==> src/rtl/recep_cmd_tx.sv <==
// Command transmitter for the keyboard-command receiver.
// Turns one parallel command into the receiver's scan-code byte sequence. Each byte is driven
// on Dato and then strobed with flag. Every sequence leads with 8'h43 so the receiver always
// starts from its idle state.
module recep_cmd_tx #(
    parameter int unsigned SETUP_CYC = 4,
    parameter int unsigned HIGH_CYC  = 4,
    parameter int unsigned GAP_CYC   = 8
) (
    input  logic       CLK,
    input  logic       RST_N,
    input  logic       cmd_valid,
    input  logic [2:0] cmd_type,
    input  logic [7:0] temp_tens,
    input  logic [7:0] temp_units,
    output logic       cmd_ready,
    output logic [7:0] Dato,
    output logic       flag,
    output logic       done,
    output logic       err
);

    localparam int unsigned MAX_AB  = (SETUP_CYC > HIGH_CYC) ? SETUP_CYC : HIGH_CYC;
    localparam int unsigned MAX_CYC = (MAX_AB > GAP_CYC) ? MAX_AB : GAP_CYC;
    localparam int unsigned CNT_W   = $clog2(MAX_CYC + 1);

    localparam logic [CNT_W-1:0] SETUP_LAST = CNT_W'(SETUP_CYC - 1);
    localparam logic [CNT_W-1:0] HIGH_LAST  = CNT_W'(HIGH_CYC - 1);
    localparam logic [CNT_W-1:0] GAP_LAST   = CNT_W'(GAP_CYC - 1);

    localparam logic [2:0] TYPE_TEMP    = 3'd0;
    localparam logic [2:0] TYPE_ALERT   = 3'd1;
    localparam logic [2:0] TYPE_DANGER  = 3'd2;
    localparam logic [2:0] TYPE_GAS_ON  = 3'd3;
    localparam logic [2:0] TYPE_GAS_OFF = 3'd4;
    localparam logic [2:0] TYPE_RESET   = 3'd5;

    typedef enum logic [2:0] {StIdle, StCheck, StSetup, StStrobe, StGap, StDone} state_e;

    state_e           state_q, state_d;
    logic [CNT_W-1:0] cnt_q, cnt_d;
    logic [1:0]       idx_q, idx_d;
    logic [2:0]       type_q, type_d;
    logic [7:0]       tens_q, tens_d;
    logic [7:0]       units_q, units_d;
    logic [7:0]       dato_q, dato_d;
    logic             flag_q, flag_d;
    logic             illegal;
    logic [1:0]       last_idx;

    // Codes the receiver treats as commands; a digit equal to one would derail its FSM.
    function automatic logic is_reserved(input logic [7:0] b);
        case (b)
            8'h2D, 8'h5A, 8'h43, 8'h4D, 8'h1C, 8'h34, 8'h33, 8'h35, 8'h31: return 1'b1;
            default: return 1'b0;
        endcase
    endfunction

    function automatic logic [7:0] seq_byte(input logic [2:0] t, input logic [1:0] idx,
                                            input logic [7:0] tens, input logic [7:0] units);
        logic [7:0] b;
        b = 8'h00;
        case (idx)
            2'd0: b = 8'h43;
            2'd1: begin
                case (t)
                    TYPE_TEMP:                 b = 8'h5A;
                    TYPE_ALERT, TYPE_DANGER:   b = 8'h33;
                    TYPE_GAS_ON, TYPE_GAS_OFF: b = 8'h34;
                    TYPE_RESET:                b = 8'h2D;
                    default:                   b = 8'h00;
                endcase
            end
            2'd2: begin
                case (t)
                    TYPE_TEMP:    b = tens;
                    TYPE_ALERT:   b = 8'h1C;
                    TYPE_DANGER:  b = 8'h4D;
                    TYPE_GAS_ON:  b = 8'h35;
                    TYPE_GAS_OFF: b = 8'h31;
                    default:      b = 8'h00;  // RESET pad byte
                endcase
            end
            default: b = units;
        endcase
        return b;
    endfunction

    // Legality of the latched command and its sequence length.
    always_comb begin
        illegal  = (type_q > TYPE_RESET) ||
                   ((type_q == TYPE_TEMP) && (is_reserved(tens_q) || is_reserved(units_q)));
        last_idx = (type_q == TYPE_TEMP) ? 2'd3 : 2'd2;
    end

    // Next-state logic: sequencer FSM, phase counter, byte index and output registers.
    always_comb begin
        state_d = state_q;
        cnt_d   = cnt_q;
        idx_d   = idx_q;
        type_d  = type_q;
        tens_d  = tens_q;
        units_d = units_q;
        dato_d  = dato_q;
        flag_d  = flag_q;
        unique case (state_q)
            StIdle: begin
                if (cmd_valid) begin
                    type_d  = cmd_type;
                    tens_d  = temp_tens;
                    units_d = temp_units;
                    state_d = StCheck;
                end
            end
            StCheck: begin
                if (illegal) begin
                    state_d = StIdle;
                end else begin
                    idx_d   = 2'd0;
                    cnt_d   = '0;
                    dato_d  = seq_byte(type_q, 2'd0, tens_q, units_q);
                    state_d = StSetup;
                end
            end
            StSetup: begin
                if (cnt_q == SETUP_LAST) begin
                    cnt_d   = '0;
                    flag_d  = 1'b1;
                    state_d = StStrobe;
                end else begin
                    cnt_d = cnt_q + CNT_W'(1);
                end
            end
            StStrobe: begin
                if (cnt_q == HIGH_LAST) begin
                    cnt_d   = '0;
                    flag_d  = 1'b0;
                    state_d = StGap;
                end else begin
                    cnt_d = cnt_q + CNT_W'(1);
                end
            end
            StGap: begin
                if (cnt_q == GAP_LAST) begin
                    cnt_d = '0;
                    if (idx_q == last_idx) begin
                        dato_d  = 8'h00;
                        state_d = StDone;
                    end else begin
                        idx_d   = idx_q + 2'd1;
                        dato_d  = seq_byte(type_q, idx_q + 2'd1, tens_q, units_q);
                        state_d = StSetup;
                    end
                end else begin
                    cnt_d = cnt_q + CNT_W'(1);
                end
            end
            StDone: begin
                state_d = StIdle;
            end
            default: begin
                dato_d  = 8'h00;
                flag_d  = 1'b0;
                state_d = StIdle;
            end
        endcase
    end

    // State and output registers; reset abandons any sequence and drops flag at once.
    always_ff @(posedge CLK or negedge RST_N) begin
        if (!RST_N) begin
            state_q <= StIdle;
            cnt_q   <= '0;
            idx_q   <= 2'd0;
            type_q  <= 3'd0;
            tens_q  <= 8'h00;
            units_q <= 8'h00;
            dato_q  <= 8'h00;
            flag_q  <= 1'b0;
        end else begin
            state_q <= state_d;
            cnt_q   <= cnt_d;
            idx_q   <= idx_d;
            type_q  <= type_d;
            tens_q  <= tens_d;
            units_q <= units_d;
            dato_q  <= dato_d;
            flag_q  <= flag_d;
        end
    end

    // Status outputs decoded from the current state.
    always_comb begin
        cmd_ready = (state_q == StIdle);
        done      = (state_q == StDone);
        err       = (state_q == StCheck) && illegal;
        Dato      = dato_q;
        flag      = flag_q;
    end

endmodule

==> config.mk <==
export PLATFORM = sky130hd
export DESIGN_NAME = recep_cmd_tx
export DESIGN_NICKNAME = d
export VERILOG_FILES = /design/src/rtl/recep_cmd_tx.sv
export SDC_FILE = /design/constraint.sdc
export NUM_CORES = 1
export LEC_CHECK = 0
export CAP_MARGIN = 10
export CORE_MARGIN = 2
export CORE_UTILIZATION = 54
export CTS_BUF_LIST = sky130_fd_sc_hd__clkbuf_4 sky130_fd_sc_hd__clkbuf_8 sky130_fd_sc_hd__clkbuf_16
export DETAILED_ROUTE_END_ITERATION = 6
export GPL_ROUTABILITY_DRIVEN = 0
export MAX_ROUTING_LAYER = met4
export PLACE_DENSITY = 0.84
export SETUP_SLACK_MARGIN = 0.02
export SLEW_MARGIN = 20
export SYNTH_ARGS = -nofsm -noshare
export SYNTH_HDL_FRONTEND = slang
export SYNTH_SLANG_ARGS = --single-unit
export TNS_END_PERCENT = 1
==> constraint.sdc <==
create_clock -name CLK -period 2.1 [get_ports CLK]
set_input_delay 0.315 -clock CLK [delete_from_list [all_inputs] [get_ports CLK]]
set_output_delay 0.315 -clock CLK [all_outputs]
set_load 0.02 [all_outputs]
==> results list, run 1 <==
- Hold violation total from the final report: 0
* P&R area growth vs syn: 35.9%
* Iteration-0 DRC count of the detailed router: 144
- The floorplan step set the die width to about 70 um.
- The number of antenna violations at the first check in global routing was 0.
- Routed WL: 5550 um
- Number of inserted filler cells in the final layout: 273
- STA puts the critical path data arrival time at 2090 ps.
- The H-tree was split into 2 levels.
* Number of diodes added for antenna fixing: 0
* Largest net degree at the start of global routing: 38
* Total area of sequential cells: 928 um^2
- Number of standard cells after synthesis: 255
- Start-to-end type of the worst setup path: register to output pin
* Num CTS Buffers: 5
- Remaining global-route overflow: 0
- Dividing the detail-routed wire length by the instance count gives 14.8 um.
- Of all nets on the critical path, the largest fanout is 5.
- Total of warnings raised by yosys: 0
- The tool flagged a number of max-cap violations equal to 0.
- The floorplan has 23 rows.
* Global routing usage summed across all routing layers: 25.7%
- Cells after DPL: ~360
- The finished cells cover 3150 um^2.
* Post-DP HPWL: 4030 um
- The startpoint identified for the worst register-to-register timing path is units_q[1].
* Worst min-delay path category: primary input to async pin
- Measured on the finished design, the core utilization comes to between 70% and 80%.
- Timing would allow up to 415 MHz.
* Count of clock tree sinks: 37
- For this run, design rule violations remaining after detail routing come to 0.
- The number of max-slew violations in the final report came to 0.
* ANT nets after route: 0
- TritonCTS built the clock tree.
- First-pass detailed-route iteration total: 5
- Synthesis inferred 37 register bits.
* Mean instance size in the synthesized netlist: 9.10 um^2
* CTS Hold Buffers Added: 0
- Post-Route M1 WL: 2370 um
* Most frequent standard cell in the layout excluding fill and tap cells: sky130_fd_sc_hd__buf_4
- In this run the worst setup path begins at units_q[4].
- Routed length on met2: 2810 um
- Smallest setup slack after layout: -307 ps
- I/O pin count: 34
* Syn_nets: 282
- Number of vias after detailed routing: roughly 2200
- Across the VDD grid, the largest voltage drop is 0.391 mV.
- The flow ran to the end, but the final reports show violations.
- In this run the vertical extent of the chip is 69.5 um.
- The setup check on the worst reg-to-reg path leaves a slack of -110 ps.
- After detailed routing, the number of vias per cell comes to around 5.8.
- RR Endpoint: state_q[1]
- Counting flops with an async set or reset pin after synthesis yields a share of between 90% and 100%.
- Placement Cell Area: 2950 um^2
- Layout Skew: 10.9 ps
- Top library cells by usage in the layout, fill and taps aside: sky130_fd_sc_hd__buf_4, sky130_fd_sc_hd__dfrtp_1, sky130_fd_sc_hd__nand2_1
- Number of buffers between clock root and the deepest sink: 2
- The worst setup path is captured at an output pin.
* First-pass GRT wire length: slightly below 10000 um
- The highest metal layer carrying signal wires in the routed design is met4.
- Via count of the first global-routing pass: 2101
- Portion of the clock cycle consumed by the worst path in the final layout: 115%
- Summed over all nets, wire length on met3 after detailed routing comes to between 200 and 250 um.
- In the synthesized netlist the dominant register cell turns out to be sky130_fd_sc_hd__dfrtp_1.
* Area of the core: between 4000 and 5000 um^2
- Clock-pin transition on the worst setup and hold timing paths: 70 ps
- Post-synth EDFFs: 0
- Setup violations remaining at the end of the flow were counted as 13.
* Effective utilization at floorplan: 57.2%
- Insertion delay to the later sink of the worst-skew pair: 310 ps
- Number of port buffers: 33
* FF-to-FF path depth: 8
- Yosys cell types: 54
- Element type at the critical path start: register
* Areal power density over the cells: 450 nW/um^2
- Actual slew at the worst max-slew pin: 806 ps
- Root Buffer: sky130_fd_sc_hd__clkbuf_8
- Final cell count without fillers: ~380
* Synthesized cell area: 2320 um^2
* Total Power: 1.42 mW
- Portion of the post-synthesis area used by sequential elements: 39.9%
- Crit path time final: 2410 ps
- CP required: ~1800 ps
- The final reports fail on setup timing.
- Setup repair after global routing could not meet its margin everywhere.
- In the final layout, the multi-input gates occupy around 1300 um^2.
- Leakage component of the power: 1.40 nW
- Area of the die: 4840 um^2
* Share of layout cells above drive strength 1: between 20 and 30%
- The final layout contains 351 nets.
* Headroom to the max-slew limit: a little under half
worst max path at each step:
| stage | endpoint | cells after the start | slack, ps |
|---|---|---|---|
| after global placement | err | 7 | -380 |
| after detailed placement | err | 7 | -490 |
| after floorplan | tens_q[7] | 5 | -3 |
| after global routing | err | 8 | -360 |
| after CTS | err | 8 | -300 |
| final | err | 8 | -310 |
registers in the layout, indices dropped and copies added, names as in the netlist:
signal and count:
units_q 8, Dato 8, cnt_q 4, type_q 3, tens_q 8, idx_q 2
flag 1, state_q 3
Yosys cell counts (2+ instances only):
cell type                  number  area (um^2)
sky130_fd_sc_hd__nor3_1         8         40.0
sky130_fd_sc_hd__nand3_1        2         10.0
sky130_fd_sc_hd__nor2_1        22         82.6
sky130_fd_sc_hd__nor4bb_1       2         20.0
sky130_fd_sc_hd__o21ai_0       21          105
sky130_fd_sc_hd__inv_1          9         33.8
sky130_fd_sc_hd__ha_1           5         62.6
sky130_fd_sc_hd__and3b_1        2         17.5
sky130_fd_sc_hd__mux2_2        18          203
sky130_fd_sc_hd__dfrtp_1       37          926
sky130_fd_sc_hd__and2_1         2         12.5
sky130_fd_sc_hd__a311oi_1       2         17.5
sky130_fd_sc_hd__a22oi_1        2         15.0
sky130_fd_sc_hd__o22ai_1        3         18.8
sky130_fd_sc_hd__a221o_1        3         30.0
sky130_fd_sc_hd__nor2b_1        4         25.0
sky130_fd_sc_hd__a31oi_1        5         31.3
sky130_fd_sc_hd__nand2b_1       3         18.8
sky130_fd_sc_hd__o21a_1         2         15.0
sky130_fd_sc_hd__a211oi_1       3         22.5
sky130_fd_sc_hd__a21oi_1       12         60.1
sky130_fd_sc_hd__o21ai_1        3         15.0
sky130_fd_sc_hd__nand3b_1       3         22.5
sky130_fd_sc_hd__nor3b_1        3         22.5
sky130_fd_sc_hd__or3_1          2         12.5
sky130_fd_sc_hd__nor4b_1        2         17.5
sky130_fd_sc_hd__clkbuf_1      14         52.6
sky130_fd_sc_hd__nand2_1       31          116
sky130_fd_sc_hd__a32oi_1        3         26.3
sky130_fd_sc_hd__mux2i_1        2         20.0
sky130_fd_sc_hd__o21bai_1       2         15.0
critical path, cell delays in order, from the launching register on:
cell and delay, ps:
sky130_fd_sc_hd__dfrtp_1 420, sky130_fd_sc_hd__buf_6 140, sky130_fd_sc_hd__nor4bb_1 140, sky130_fd_sc_hd__a31oi_1 210, sky130_fd_sc_hd__a21oi_2 70, sky130_fd_sc_hd__or4b_4 560, sky130_fd_sc_hd__nand2_4 80, sky130_fd_sc_hd__nor2_2 40
sky130_fd_sc_hd__buf_6 130
repair_timing:
item                                    CTS  global route
gates resized for setup                  20             4
pin swaps                                11             2
buffers inserted                          2             2
endpoints found under the setup margin   14            14
routing by layer:
layer  vias to the layer above  GRT usage, %
li1                       1068             -
met1                      1024          30.3
met2                        52          42.6
met3                        13          5.67
met4                         0          10.5
met5                         -             -
where the power goes:
part / switching [mW] / internal (mW)
logic: 0.0174 / 0.0329
clock network: 0.269 / 0.386
registers: 0 / 0.712
stage by stage:
stage | setup slack (ps) | TNS (ps) | hold slack, ps
floorplan | -3.17 | -31.7 | 19.4
global placement | -383 | -527 | 443
detailed placement | -486 | -1630 | 452
CTS | -304 | -592 | 131
global route | -365 | -1590 | 167
finish | -307 | -759 | 89.2
layout make-up:
class / instances / area share (%)
clock buffers: 6 / 2.62
flip-flops and latches: 37 / 29.5
inverters: 9 / 1.07
well taps: 50 / 1.98
repair buffers: 77 / 21.4
multi-input cells: 194 / 42.3
clock inverters: 2 / 1.19
cell families (layout without fill, tap and decap cells):
group | Yosys count | count (layout) | share of synthesized area (%)
adder cells (fa/ha/maj) | 5 | 5 | 2.70
multiplexers | 20 | 20 | 9.60
buffers and inverters | 24 | 94 | 4.21
AO/OA/AOI/OAI | 75 | 75 | 22.0
AND/OR/NAND/NOR | 93 | 93 | 21.2
flip-flops | 37 | 37 | 39.9
XOR/XNOR | 1 | 1 | 0.378
No activity file was read; power rests on OpenSTA's default activity.
==> run 2: changes to the inputs <==
--- a/config.mk
+++ b/config.mk
@@ -7,12 +7,12 @@
 export LEC_CHECK = 0
 export CAP_MARGIN = 10
 export CORE_MARGIN = 2
-export CORE_UTILIZATION = 54
+export CORE_UTILIZATION = 42
 export CTS_BUF_LIST = sky130_fd_sc_hd__clkbuf_4 sky130_fd_sc_hd__clkbuf_8 sky130_fd_sc_hd__clkbuf_16
 export DETAILED_ROUTE_END_ITERATION = 6
 export GPL_ROUTABILITY_DRIVEN = 0
 export MAX_ROUTING_LAYER = met4
-export PLACE_DENSITY = 0.84
+export PLACE_DENSITY = 0.69
 export SETUP_SLACK_MARGIN = 0.02
 export SLEW_MARGIN = 20
 export SYNTH_ARGS = -nofsm -noshare
==> results list, run 2 (synthesis gave the netlist of run 1 again) <==
* Routed WL: 5620 um (was 5550 um)
- The number of H-tree branching levels came to 2 (unchanged).
* Share of layout cells above drive strength 1: 28.3% (was 27.4%)
- Number of buffers between clock root and the deepest sink: 2 (unchanged)
- The total power divided by cell area came to 405 nW/um^2 (was 450 nW/um^2).
- Largest net degree at the start of global routing: 25 (was 38)
- The worst relative slew slack was 72.3% (was 46.3%).
* ANT nets after route: 0 (unchanged)
- Global routing usage summed across all routing layers: 19.4% (was 25.7%)
- Die H: 78.3 um (was 69.5 um)
- List of cells traversed by the critical path: and3b_2 -> a211oi_2 -> nor4b_1 -> or4b_4 -> nand2_4 -> nor2_2 -> buf_6 (was buf_6 -> nor4bb_1 -> a31oi_1 -> a21oi_2 -> or4b_4 -> nand2_4 -> nor2_2 -> buf_6)
- The total count of hold-check failures in the final report was 0 (unchanged).
- Start-to-end type of the worst setup path: register to output pin (unchanged)
* P&R area growth vs syn: 38.7% (was 35.9%)
- Number of inserted filler cells in the final layout: 481 (was 273)
- Portion of the clock cycle consumed by the worst path in the final layout: 115% (about the same)
- The transition at the pin with the smallest max-transition slack is 416 ps (was 806 ps).
- The count of placed standard cells in the final layout, fillers left out is 404 (was 375).
- The count of standard-cell rows is 27 (was 23).
- The die outline area is 6130 um^2 (was 4840 um^2).
- The final period demand of the worst path came to 2410 ps (about the same).
- The number of placed I/O pins was 34 (unchanged).
* First-pass detailed-route iteration total: 4 (was 5)
- The effective utilization at floorplan is 42.9% (was 57.2%).
* Insertion delay to the later sink of the worst-skew pair: 290 ps (was 310 ps)
* Post-detailed-route wirelength per cell: 13.9 um (was 14.8 um)
- Outcome: finished, violations left (unchanged).
- The count of clock tree sinks is 37 (unchanged).
- Iteration-0 DRC count of the detailed router: 148 (was 144)
- The capturing point of the worst reg2reg path is state_q[1] (unchanged).
- The first-pass GRT wire length is 9290 um (was 9700 um).
* Number of nets in the final layout: 358 (was 351)
- Number of port buffers: 33 (unchanged)
* Worst min-delay path category: primary input to async pin (unchanged)
- Post-DP HPWL: 4000 um (was 4030 um)
- Max FO, Critical Path: 5 (unchanged)
- Register-to-register setup slack: -210 ps (was -110 ps)
* Critical path origin: tens_q[3] (was units_q[4])
- The stage delay of the slowest cell on the critical path is 560 ps (about the same).
* Source of the worst register-to-register timing path: units_q[2] (was units_q[1])
- The width of the chip came to 78.3 um (was 69.5 um).
- The diode insertion count for antenna repair was 0 (unchanged).
- Leakage component of the power: 1.43 nW (was 1.40 nW)
- Remaining global-route overflow: 0 (unchanged)
- Data arrival time of the critical path: 2100 ps (was 2090 ps)
* RSZ-0062 raised after global routing: true (unchanged)
- The logic depth of the worst register-to-register path came to 9 (was 8).
* Peak ir drop on the vdd network: 0.401 mV (was 0.391 mV)
- The placeable core region was 5410 um^2 (was 4060 um^2).
* Total Power: 1.30 mW (was 1.42 mW)
* Highest clock frequency the design can meet: 414 MHz (was 415 MHz)
* Layout Skew: 11.1 ps (was 10.9 ps)
- The number of antenna violations at the first check in global routing was 0 (unchanged).
* Number of pins exceeding their max-slew limit in the final report: 0 (unchanged)
- The area of all sequential standard cells was 927 um^2 (was 928 um^2).
- Most frequent standard cell in the layout excluding fill and tap cells: sky130_fd_sc_hd__buf_4 (unchanged)
- Failing checks: setup timing (unchanged).
* Root Buffer: sky130_fd_sc_hd__clkbuf_8 (unchanged)
* Routed vias/inst: 5.44 (was 5.75)
* Count of endpoints failing setup in the final report: 13 (unchanged)
* Via count of the first global-routing pass: 2048 (was 2101)
- The final worst slack came to -315 ps (was -307 ps).
- The total number of vias came to 2197 (was 2157).
- Clock-pin transition on the worst setup and hold timing paths: 80 ps (was 70 ps)
- Max-cap check violation count: 0 (unchanged)
- The TritonCTS clock tree is done (unchanged).
* Total DRC errors in the routed layout: 0 (unchanged)
* Slowest library cell on the worst path: sky130_fd_sc_hd__or4b_4 (unchanged)
- Cells after DPL: 387 (was 363)
* CP required: 1780 ps (about the same)
- Top library cells by usage in the layout, fill and taps aside: sky130_fd_sc_hd__buf_4, sky130_fd_sc_hd__dfrtp_1, sky130_fd_sc_hd__nand2_1 (unchanged).
- The number of CTS-inserted buffers was 5 (unchanged).
- Endpoint kind of the worst setup timing path: output pin (unchanged)
- Element type at the critical path start: register (unchanged)
* Setup tns final: -1420 ps (was -759 ps)
* Fin util: 59.5% (was 77.7%)
- Footprint of the multi-input gates: 1340 um^2 (was 1330 um^2)
[run 2: changes by cell type in the layout (fill, tap and decap cells not counted), sizes merged]
| cell | previous run | this run |
|---|---|---|
| clkinvlp | 1 | 0 |
| buf | 46 | 52 |
| dlygate4sd3 | 0 | 1 |
| bufinv | 1 | 0 |
| dlygate4sd2 | 1 | 0 |
| clkinv | 0 | 2 |
| dlymetal6s2s | 1 | 2 |
[run 2: layout make-up]
cell class	count	share of cell area [%]
Sequential cell	37	28.8
Multi-Input combinational cell	194	41.7
Clock inverter	2	0.428
Inverter	9	1.05
Timing Repair Buffer	84	22.7
Tap cell	72	2.80
Clock buffer	6	2.57
[run 2: worst max-delay path by stage]
stage | depth (start not counted) | slack (ps) | endpoint
2_1_floorplan | 5 | -3 | tens_q[7]
3_3_place_gp | 7 | -430 | err
3_5_place_dp | 7 | -460 | err
4_1_cts | 7 | -290 | err
5_1_grt | 7 | -380 | err
6_report | 7 | -310 | err
[run 2: per-layer routing]
metal / GRT usage [%] / part of all wire, %
met5: - / 0
met4: 6.49 / 2.3
met3: 3.79 / 4.0
met2: 30.7 / 48
met1: 25.1 / 46
[run 2: critical path: cells and delay by family (launching register included)]
kind | cells | cell delay (ps)
compound gates | 1 | 240
simple gates | 5 | 1030
flops | 1 | 420
buf+inv | 1 | 120
[run 2: power breakdown]
| part | leakage [nW] | internal [mW] | switching [mW] |
|---|---|---|---|
| clock network | 0.0512 | 0.266 | 0.271 |
| logic | 0.881 | 0.0353 | 0.0190 |
| registers | 0.497 | 0.712 | 0 |
[run 2: stage by stage]
| step | setup WS [ps] | hold slack (ps) | cell area (um^2) |
|---|---|---|---|
| finish | -315 | 439 | 3220 |
| global placement | -431 | 227 | 3000 |
| floorplan | -3.17 | 19.4 | 2320 |
| CTS | -285 | 453 | 3160 |
| detailed placement | -457 | 226 | 3000 |
| global route | -385 | 483 | 3220 |
[run 2: repair_timing]
item	CTS	global route
hold endpoints to repair	13	0
endpoints found under the setup margin	14	16
hold buffers	1	0
setup buffers	4	4
resized for setup	15	5
pin swaps	8	4
